$ cat src/rtl/uart_tx_arbiter_pkg.sv
// Shared types and helpers for the UART transmit arbiter: FSM state encoding,
// default escape byte and the round-robin pick used by the RTL.
package uart_arb_pkg;

    typedef enum logic [1:0] {
        IDLE = 2'd0,
        SEND = 2'd1,
        GAP  = 2'd2,
        WAIT = 2'd3
    } arb_state_e;

    localparam logic [7:0] ESC_CHAR_DEFAULT = 8'h1B;
    localparam int         MAX_REQ          = 8;

    // First index at or after ptr (wrapping at n) with req set; returns ptr when none.
    function automatic logic [2:0] rr_pick_idx(input logic [MAX_REQ-1:0] req,
                                               input logic [2:0]         ptr,
                                               input int                 n);
        logic [2:0] idx;
        logic       found;
        int         j;
        idx   = ptr;
        found = 1'b0;
        for (int k = 0; k < MAX_REQ; k++) begin
            if (k < n) begin
                j = int'(ptr) + k;
                if (j >= n) j = j - n;
                if (!found && req[j]) begin
                    idx   = 3'(j);
                    found = 1'b1;
                end
            end
        end
        return idx;
    endfunction

endpackage

$ cat src/rtl/uart_tx_arbiter_if.sv
// Requester-side and UART-side signals of the transmit arbiter.
// Handshake: a byte moves in any cycle where REQ_VALID_I[i] and REQ_READY_O[i] are both high.
interface uart_tx_arbiter_if
    import uart_arb_pkg::*;
#(
    parameter int NUM_REQ = 2
) ();

    logic [NUM_REQ-1:0]        REQ_VALID_I;
    logic [NUM_REQ-1:0][7:0]   REQ_DATA_I;
    logic [NUM_REQ-1:0]        REQ_LAST_I;
    logic [NUM_REQ-1:0]        REQ_READY_O;
    logic [NUM_REQ-1:0]        GNT_O;
    logic                      LOCKED_O;
    logic                      ABORT_O;
    logic                      UART_WE_O;
    logic [7:0]                UART_DATA_O;
    logic                      UART_ESC_O;
    logic                      UART_TX_READY_I;
    arb_state_e                DBG_STATE_O;

    modport master (
        output REQ_VALID_I, REQ_DATA_I, REQ_LAST_I, UART_TX_READY_I,
        input  REQ_READY_O, GNT_O, LOCKED_O, ABORT_O,
        input  UART_WE_O, UART_DATA_O, UART_ESC_O, DBG_STATE_O
    );

    modport slave (
        input  REQ_VALID_I, REQ_DATA_I, REQ_LAST_I, UART_TX_READY_I,
        output REQ_READY_O, GNT_O, LOCKED_O, ABORT_O,
        output UART_WE_O, UART_DATA_O, UART_ESC_O, DBG_STATE_O
    );

endinterface

$ cat src/rtl/uart_tx_arbiter_rr_pick.sv
// Combinational round-robin selector: one-hot winner and its index.
module rr_pick
    import uart_arb_pkg::*;
#(
    parameter int NUM_REQ = 2,
    localparam int IDX_W  = $clog2(NUM_REQ)
) (
    input  logic [NUM_REQ-1:0] i_req,
    input  logic [IDX_W-1:0]   i_ptr,
    output logic [NUM_REQ-1:0] o_gnt,
    output logic [IDX_W-1:0]   o_idx
);

    logic [MAX_REQ-1:0] w_req_ext;
    logic [2:0]         w_ptr_ext;
    logic [2:0]         w_idx_ext;

    always_comb begin
        w_req_ext = MAX_REQ'(i_req);
        w_ptr_ext = 3'(i_ptr);
        w_idx_ext = rr_pick_idx(w_req_ext, w_ptr_ext, NUM_REQ);
        o_idx     = IDX_W'(w_idx_ext);
        o_gnt     = '0;
        if (|i_req) o_gnt = NUM_REQ'(1) << o_idx;
    end

endmodule

$ cat src/rtl/uart_tx_arbiter.sv
// Packet-atomic arbiter sharing one UART transmitter between NUM_REQ byte streams,
// with escape-byte stuffing and a lock timeout for stalled owners.
module uart_tx_arbiter
    import uart_arb_pkg::*;
#(
    parameter int         NUM_REQ      = 2,
    parameter logic [7:0] ESC_CHAR     = ESC_CHAR_DEFAULT,
    parameter int         LOCK_TIMEOUT = 1024
) (
    input  logic              CLK_I,
    input  logic              RST_NI,
    uart_tx_arbiter_if.slave  bus
);

    localparam int IDX_W = $clog2(NUM_REQ);
    localparam int CNT_W = $clog2(LOCK_TIMEOUT);

    arb_state_e         r_state;
    arb_state_e         w_next_state;
    logic [IDX_W-1:0]   r_rr_ptr;
    logic [IDX_W-1:0]   r_owner;
    logic [NUM_REQ-1:0] r_gnt;
    logic               r_locked;
    logic               r_stuff;
    logic               r_abort;
    logic [7:0]         r_data;
    logic [CNT_W-1:0]   r_tmo_cnt;

    logic [NUM_REQ-1:0] w_rr_gnt;
    logic [IDX_W-1:0]   w_rr_idx;
    logic [IDX_W-1:0]   w_cand_idx;
    logic               w_cand_valid;
    logic               w_idle;
    logic               w_xfer;
    logic               w_tmo_run;
    logic               w_timeout;
    logic               w_wait_done;
    logic               w_uart_we;
    logic               w_uart_esc;

    function automatic logic [IDX_W-1:0] inc_wrap(input logic [IDX_W-1:0] i);
        return (i == IDX_W'(NUM_REQ - 1)) ? '0 : i + IDX_W'(1);
    endfunction

    rr_pick #(.NUM_REQ(NUM_REQ)) u_rr_pick (
        .i_req (bus.REQ_VALID_I),
        .i_ptr (r_rr_ptr),
        .o_gnt (w_rr_gnt),
        .o_idx (w_rr_idx)
    );

    // A locked owner is the only candidate; otherwise the round-robin winner.
    assign w_cand_idx   = r_locked ? r_owner : w_rr_idx;
    assign w_cand_valid = bus.REQ_VALID_I[w_cand_idx];
    assign w_idle       = (r_state == IDLE);
    assign w_xfer       = w_idle && bus.UART_TX_READY_I && w_cand_valid;
    assign w_tmo_run    = w_idle && r_locked && !bus.REQ_VALID_I[r_owner];
    assign w_timeout    = w_tmo_run && (r_tmo_cnt == CNT_W'(LOCK_TIMEOUT - 1));
    assign w_wait_done  = (r_state == WAIT) && bus.UART_TX_READY_I;

    always_comb begin
        bus.REQ_READY_O = '0;
        if (w_xfer && RST_NI) bus.REQ_READY_O[w_cand_idx] = 1'b1;
    end

    always_ff @(posedge CLK_I or negedge RST_NI) begin
        if (!RST_NI) r_state <= IDLE;
        else         r_state <= w_next_state;
    end

    always_comb begin
        w_next_state = r_state;
        w_uart_we    = 1'b0;
        w_uart_esc   = 1'b0;
        case (r_state)
            IDLE: if (w_xfer) w_next_state = SEND;
            SEND: begin
                w_uart_we    = 1'b1;
                w_uart_esc   = r_stuff;
                w_next_state = GAP;
            end
            // UART busy flag lags the start pulse, so its ready is not trusted here.
            GAP:  w_next_state = WAIT;
            WAIT: if (bus.UART_TX_READY_I) w_next_state = r_stuff ? SEND : IDLE;
            default: w_next_state = IDLE;
        endcase
    end

    always_ff @(posedge CLK_I or negedge RST_NI) begin
        if (!RST_NI) begin
            r_rr_ptr  <= '0;
            r_owner   <= '0;
            r_gnt     <= '0;
            r_locked  <= 1'b0;
            r_stuff   <= 1'b0;
            r_abort   <= 1'b0;
            r_data    <= 8'h00;
            r_tmo_cnt <= '0;
        end else begin
            r_abort <= w_timeout && !w_xfer;
            if (w_xfer) begin
                r_data    <= bus.REQ_DATA_I[w_cand_idx];
                r_stuff   <= (bus.REQ_DATA_I[w_cand_idx] == ESC_CHAR);
                r_gnt     <= r_locked ? r_gnt : w_rr_gnt;
                r_owner   <= w_cand_idx;
                r_locked  <= !bus.REQ_LAST_I[w_cand_idx];
                r_tmo_cnt <= '0;
                if (bus.REQ_LAST_I[w_cand_idx]) r_rr_ptr <= inc_wrap(w_cand_idx);
            end else if (w_timeout) begin
                r_locked  <= 1'b0;
                r_rr_ptr  <= inc_wrap(r_owner);
                r_gnt     <= '0;
                r_tmo_cnt <= '0;
            end else begin
                if (w_tmo_run) r_tmo_cnt <= r_tmo_cnt + CNT_W'(1);
                if (w_wait_done && r_stuff) r_stuff <= 1'b0;
                if (w_wait_done && !r_stuff && !r_locked) r_gnt <= '0;
            end
        end
    end

    assign bus.GNT_O       = r_gnt;
    assign bus.LOCKED_O    = r_locked;
    assign bus.ABORT_O     = r_abort;
    assign bus.UART_WE_O   = w_uart_we;
    assign bus.UART_ESC_O  = w_uart_esc;
    assign bus.UART_DATA_O = r_data;
    assign bus.DBG_STATE_O = r_state;

endmodule

$ cat src/flat_wrapper.sv
// flat-port wrapper written by rule: the top's interface ports become plain ports
module uart_tx_arbiter_flat import uart_arb_pkg::*;
#(
    parameter int         NUM_REQ      = 2,
    parameter logic [7:0] ESC_CHAR     = ESC_CHAR_DEFAULT,
    parameter int         LOCK_TIMEOUT = 1024
)
  (CLK_I, RST_NI, bus_REQ_VALID_I, bus_REQ_DATA_I, bus_REQ_LAST_I, bus_UART_TX_READY_I, bus_REQ_READY_O, bus_GNT_O, bus_LOCKED_O, bus_ABORT_O, bus_UART_WE_O, bus_UART_DATA_O, bus_UART_ESC_O, bus_DBG_STATE_O);
  uart_tx_arbiter_if #(.NUM_REQ(NUM_REQ)) bus_i ();
  input  logic CLK_I;
  input  logic RST_NI;
  input wire logic [$bits(bus_i.REQ_VALID_I)-1:0] bus_REQ_VALID_I;
  input wire logic [$bits(bus_i.REQ_DATA_I)-1:0] bus_REQ_DATA_I;
  input wire logic [$bits(bus_i.REQ_LAST_I)-1:0] bus_REQ_LAST_I;
  input wire logic [$bits(bus_i.UART_TX_READY_I)-1:0] bus_UART_TX_READY_I;
  output wire logic [$bits(bus_i.REQ_READY_O)-1:0] bus_REQ_READY_O;
  output wire logic [$bits(bus_i.GNT_O)-1:0] bus_GNT_O;
  output wire logic [$bits(bus_i.LOCKED_O)-1:0] bus_LOCKED_O;
  output wire logic [$bits(bus_i.ABORT_O)-1:0] bus_ABORT_O;
  output wire logic [$bits(bus_i.UART_WE_O)-1:0] bus_UART_WE_O;
  output wire logic [$bits(bus_i.UART_DATA_O)-1:0] bus_UART_DATA_O;
  output wire logic [$bits(bus_i.UART_ESC_O)-1:0] bus_UART_ESC_O;
  output wire logic [$bits(bus_i.DBG_STATE_O)-1:0] bus_DBG_STATE_O;
  assign bus_i.REQ_VALID_I = bus_REQ_VALID_I;
  assign bus_i.REQ_DATA_I = bus_REQ_DATA_I;
  assign bus_i.REQ_LAST_I = bus_REQ_LAST_I;
  assign bus_i.UART_TX_READY_I = bus_UART_TX_READY_I;
  assign bus_REQ_READY_O = bus_i.REQ_READY_O;
  assign bus_GNT_O = bus_i.GNT_O;
  assign bus_LOCKED_O = bus_i.LOCKED_O;
  assign bus_ABORT_O = bus_i.ABORT_O;
  assign bus_UART_WE_O = bus_i.UART_WE_O;
  assign bus_UART_DATA_O = bus_i.UART_DATA_O;
  assign bus_UART_ESC_O = bus_i.UART_ESC_O;
  assign bus_DBG_STATE_O = bus_i.DBG_STATE_O;
  uart_tx_arbiter #(.NUM_REQ(NUM_REQ), .ESC_CHAR(ESC_CHAR), .LOCK_TIMEOUT(LOCK_TIMEOUT)) u_core (.CLK_I(CLK_I), .RST_NI(RST_NI), .bus(bus_i));
endmodule
$ cat config.mk
export PLATFORM = sky130hd
export DESIGN_NAME = uart_tx_arbiter_flat
export DESIGN_NICKNAME = d
export VERILOG_FILES = /design/src/rtl/uart_tx_arbiter_pkg.sv /design/src/rtl/uart_tx_arbiter_if.sv /design/src/rtl/uart_tx_arbiter_rr_pick.sv /design/src/rtl/uart_tx_arbiter.sv /design/src/flat_wrapper.sv
export SDC_FILE = /design/constraint.sdc
export NUM_CORES = 1
export LEC_CHECK = 0
export CAP_MARGIN = 5
export CORE_UTILIZATION = 48
export CTS_CLUSTER_DIAMETER = 100
export DETAILED_ROUTE_END_ITERATION = 8
export GPL_TIMING_DRIVEN = 0
export PLACE_DENSITY = 0.78
export SYNTH_ARGS = -nofsm -noshare
export SYNTH_HDL_FRONTEND = slang
export SYNTH_SLANG_ARGS = --single-unit
$ cat constraint.sdc
create_clock -name CLK_I -period 2.5 [get_ports CLK_I]
set_clock_uncertainty 0.15 [all_clocks]
set_input_delay 0.5 -clock CLK_I [delete_from_list [all_inputs] [get_ports CLK_I]]
set_output_delay 0.5 -clock CLK_I [all_outputs]
set_load 0.1 [all_outputs]
Yosys cells after proc, flatten, opt, wreduce, memory -nomap -nowiden
Cells that the tools add are included.

storage, ports and cells
  register bits = 27
  input bits = 23
  output and inout port bits = 18
  logic and storage cells = 109

operators by class
  $add $sub $neg = 6
  order comparisons = 7
  equality and inequality tests = 10
  shift operators = 1
  mux-type cells = 47
  reductions and logical operators = 29

operators with widths
  kind                                                          count
  less-than comparator 32 x 5 -> 1 bit (second input constant)  2
  two-way mux 32 bit                                            2
  two-way mux 10 bit                                            3
  two-way mux 1 bit                                             28
  two-way mux 2 bit                                             8
  two-way mux 8 bit                                             2
  logical AND 1 bit                                             13
  adder 10 x 1 -> 10 bit (second input constant)                1
  == test 10 bit (second input constant)                        1
  == test 8 x 5 -> 1 bit (second input constant)                1
  inequality test 2 bit (second input constant)                 4
  one-hot mux 2 bit (4 select lines)                            1
  AND reduction 2 bit                                           4
  binary-select mux 1 bit (select 3 bit)                        2
  zero test 1 bit                                               6
  nonzero test 3 bit                                            2
  == test 2 bit (second input constant)                         2
  less-than comparator 1 x 2 -> 1 bit (second input constant)   2
  nonzero test 2 bit                                            2
  subtractor 1 x 2 -> 3 bit (second input constant)             1
  subtractor 2 x 2 -> 3 bit (second input constant)             1
  adder 1 bit (second input constant)                           2
  adder 1 x 1 -> 2 bit (second input constant)                  1
  == test 2 x 1 -> 1 bit (second input constant)                1
  8 further kinds                                               8

Depth between registers and ports, before layout
  depth after elaboration = 15
  mapped depth = 8
  gate-level depth less buffers = 7

By module
Synthesis repeated with hierarchy kept, for this count alone.

second synthesis, totals
  cells, all modules = 164
  area total of the unflattened synthesis = 1,576.5 µm²

by module, submodules not included
  module           times used  cells an instance  area an instance (µm²)  sequential area each (µm²)
  uart_tx_arbiter  1           159                1,546.5                 675.6
  rr_pick          1           5                  30.0                    0.0

Worst setup path after synthesis
No wires, ideal clock.

  path type = register -> output
  start point = register u_core.r_state[0], in the netlist u_core.bus.DBG_STATE_O[0]
  end point = output port bus_REQ_READY_O[1]
  data arrival time = 3.154 ns
  required time = 1.850 ns
  setup slack = -1.304 ns
  stages on the path, launching flop included = 7
  path buffers = 1
  cells stage by stage = dfrtp_1 > inv_1 > ha_1 > o2111a_1 > clkbuf_1 > nand2_1 > nor2b_1

between the ends
  longest elaborated chain between the ends = 5

ends and longest elaborated chain
  item                             line                   source
  from (decl)                      uart_tx_arbiter.sv:18  arb_state_e r_state;
  from (signal assigned)           uart_tx_arbiter.sv:68  else r_state <= w_next_state;
  zero test 2 bit                  uart_tx_arbiter.sv:55  assign w_idle = (r_state == IDLE);
  logical AND 1 bit (2 in series)  uart_tx_arbiter.sv:56  assign w_xfer = w_idle && bus.UART_TX_READY_I && w_cand_valid;
  logical AND 1 bit                uart_tx_arbiter.sv:63  if (w_xfer && RST_NI) bus.REQ_READY_O[w_cand_idx] = 1'b1;
  two-way mux 2 bit                uart_tx_arbiter.sv:63
  to (decl)                        flat_wrapper.sv:16     output wire logic [$bits(bus_i.REQ_READY_O)-1:0] bus_REQ_READY_O;

Every way passes these cells.

Worst setup path in the final report
  start point = input port bus_UART_TX_READY_I
  end point = output port bus_REQ_READY_O[1]

between the ends
  longest elaborated chain between the ends = 4

ends and longest elaborated chain
  item                             line                   source
  from (decl)                      flat_wrapper.sv:15     input wire logic [$bits(bus_i.UART_TX_READY_I)-1:0] bus_UART_TX_READY_I;
  logical AND 1 bit (2 in series)  uart_tx_arbiter.sv:56
  logical AND 1 bit                uart_tx_arbiter.sv:63
  two-way mux 2 bit                uart_tx_arbiter.sv:63

Every way passes these cells.

==> metrics.md <==
| Metric | Value |
|---|---|
| Syn Nets | 191 |
| Layout area overhead | 42.4% |
| Int Pwr | 1.20 mW |
| WL/cell | 14.3 µm |
| Wl on met1 | 1550 µm |
| EDFF count, synth | 0 |
| Initial antenna violation count | 0 |
| Most frequent cell after synthesis | dfrtp_1 |
| Slew @ Worst Pin | 0.985 ns |
| Crit path required time | 1.85 ns |
| Status | complete, but fails checks |
| Net Switching | 1.55 mW |
| Setup TNS | -0.0528 ns |
| Power Total | 2.75 mW |
| Placeable Area | 3030 µm² |
| CTS sink count | 27 |
| Nets | 243 |
| Drt drc | 0 |
| Slew HR | 34.3% |
| Critical-path maximum fanout | 5 |
| Post-synthesis cell type count | 40 |
| Peak supply drop | 1.07 mV |
| Syn Inst Count | approximately 160 |
| CTS buffer count | 3 |
| CTS Buffer Depth | 2 |
| Switching portion of total power | 56.3% |
| Congestion Overflow GR | 0 |
| RD Place Congestion | 0.756 |
| WP data arrival | 1.88 ns |
| Via density | 5.44 |
| Final setup fails | 2 |
| Global-route wire length before repair | slightly below 6000 µm |
| Synth warn | 0 |
| All-Layer GR Usage | 22.6% |
| Pwr per Cell Area | 1260 nW/µm² |
| Die height | 58.4 µm |
| Avg Cell Area, Syn | 9.36 µm² |
| Via count | 1404 |
| Fillers | 238 |
| Dominant cells by area after synthesis | dfrtp_1, mux2i_1, a21oi_1 |
| Failing checks | negative setup slack |
| Seq pwr share | 26.5% |
| Post-CTS Hold Fix Bufs | 0 |
| RSZ-0062 raised after global routing | yes |
| Worst hold slack | 0.156 ns |
| Startpoint types | input pin |
| Die ar. | 3410 µm² |
| Final Hold Vio Count | 0 |
| Die X-Extent | 58.4 µm |
| I/O pin cnt | 41 |
| Site Rows | 20 |
| Worst Setup SP | bus_UART_TX_READY_I |
| CTS tree | yes |
| Max-slew violations | 0 |
| Tcrit/Tclk final | 101% |
| CTS root buf | clkbuf_4 |
| Post-synth top area cell | dfrtp_1 |
| Hold WC Path Type | in2async |
| Sequential element share of the synthesized area | between 40 and 50% |
| DRT Pass-1 Iters | 4 |
| Number of global-route vias before repair | 1364 |
| I/O Buffers | 39 |
| DR top layer | met4 |
| Worst-Skew Late Latency | around 0.32 ns |
| Dpl ws | -1.55 ns |
| Post-layout min period | roughly 2.5 ns |
| Routed Antenna Nets | 0 |
| Final wirelength | 3680 µm |
| Yosys reg bits | 27 |
| Post-synth top area share | approximately 44% |
| Final worst setup slack | -0.0339 ns |
| Layout cells sized above 1 | 17.8% |
| Pleak | 0.964 nW |
| CP Capture Type | output pin |
| Commonest cells post-synth | dfrtp_1, a21oi_1, nor2_1, nand2_1, mux2i_1 |
| Worst reg2reg path depth | 6 |
| DP Wirelength | 2740 µm |
| H-tree depth | 1 |
| Clock share of power | 6.9% |
| Post-synth design cell area | between 1500 and 2000 µm² |
| Post-synth top flop | dfrtp_1 |
| Antenna cell count | 0 |
| Starting Density | 50.4% |
| Worst Path Class, Setup | in2out |
| Asr flop ratio synth | 100% |
| Met2 WL | 1950 µm |
| Reg2reg start | u_core.r_owner |
| Largest net degree at the start of global routing | 29 |
| Drt first-iter violations | 63 |
| Fmax | 0.395 GHz |
| Gate power share | between 60% and 70% |
| Clk pin slew, worst setup/hold paths | 0.14 ns |
| Wire length on met3 | 154 µm |
| Max-Cap Viols | 0 |
## routing by layer
layer | up-vias | GRT usage (%)
met4 | 0 | 6.46
met5 | - | 0
met3 | 2 | 5.71
met1 | 686 | 26.6
li1 | 683 | -
met2 | 33 | 40.7
## area by class of cell
type	count	area (µm²)	share of cell area, %
tap	44	55.1	2.53
buffer	6	47.5	2.19
clock inverter	1	5.00	0.230
sequential	27	688	31.7
multi-input combinational	123	855	39.3
inverter	7	31.3	1.44
timing repair buffer	47	468	21.5
clock buffer	3	22.5	1.04
## registers in the layout, indices dropped and copies added (netlist names)
name and flops:
u_core.r_owner 1, u_core.bus.UART_DATA_O 8, u_core.r_rr_ptr 1, u_core.bus.ABORT_O 1
u_core.r_tmo_cnt 10, u_core.bus.GNT_O 2, u_core.bus.LOCKED_O 1, u_core.bus.DBG_STATE_O 2
u_core.r_stuff 1
## worst paths after layout
check                                                  to  slack (ns)
worst max-delay path                   bus_REQ_READY_O[1]       -0.03
worst min-delay path                  u_core.r_tmo_cnt[7]        0.16
worst max register to register        u_core.bus.GNT_O[1]        0.31
worst min register to register        u_core.bus.GNT_O[0]        0.34
max in group asynchronous       u_core.bus.DBG_STATE_O[0]        1.50
min in group CLK_I                         u_core.r_owner        0.30
## power groups by stage
| stage | Clock (mW) | Combinational (mW) | Sequential (mW) |
|---|---|---|---|
| 3_5_place_dp | 0 | 1.76 | 0.744 |
| 5_1_grt | 0.210 | 1.93 | 0.746 |
| 3_3_place_gp | 0 | 1.73 | 0.736 |
| 4_1_cts | 0.201 | 1.78 | 0.727 |
| 2_1_floorplan | 0 | 0.634 | 1.47 |
| 6_report | 0.188 | 1.83 | 0.728 |
## worst max-delay path: stages
cell and delay, ns:
clkdlybuf4s50_1 0.57, o2111a_1 0.26, clkbuf_8 0.15, nand2_4 0.06, nor2b_4 0.16, buf_12 0.18
## kinds of logic after synthesis
logic type / share of synthesized area, %
and+or+nand+nor: 21.9
AOI/OAI and AO/OA: 14.8
DFF: 44.3
buffers and inverters: 3.77
muxes: 8.20
xor gates and xnor gates: 2.87
adders and majority gates: 4.10
## metrics by stage
step,util [%],instance area (µm²),instances
4_1_cts,70.1,2120,255
3_5_place_dp,67.3,2040,246
6_report,71.7,2170,258
2_1_floorplan,-,1590,163
3_3_place_gp,67.3,2040,246
5_1_grt,71.7,2170,258
## repair_timing
action                                  CTS  global route
pin swaps                                 2             1
resized for setup                        43             7
buffers inserted                          5             3
endpoints found under the setup margin   16             6
## cell usage in the layout, fill, tap and decap left out, types with 3 or more instances in the layout
master | netlist | routed
clkbuf_1 | 4 | 3
buf_4 | 0 | 8
nand2_1 | 14 | 13
clkdlybuf4s50_1 | 0 | 19
or3_1 | 4 | 4
nand2b_1 | 4 | 4
xnor2_1 | 4 | 4
o21ai_0 | 6 | 6
nand3_1 | 5 | 5
mux2i_1 | 11 | 11
dlymetal6s2s_1 | 0 | 3
dlygate4sd2_1 | 0 | 11
clkdlybuf4s15_2 | 0 | 3
inv_1 | 7 | 5
ha_1 | 5 | 3
clkbuf_4 | 0 | 3
nor2_1 | 16 | 15
dfrtp_4 | 0 | 3
a21oi_1 | 16 | 16
nor4_1 | 4 | 3
dfrtp_1 | 27 | 23
Note: power is estimated with default switching activity, not from simulation.
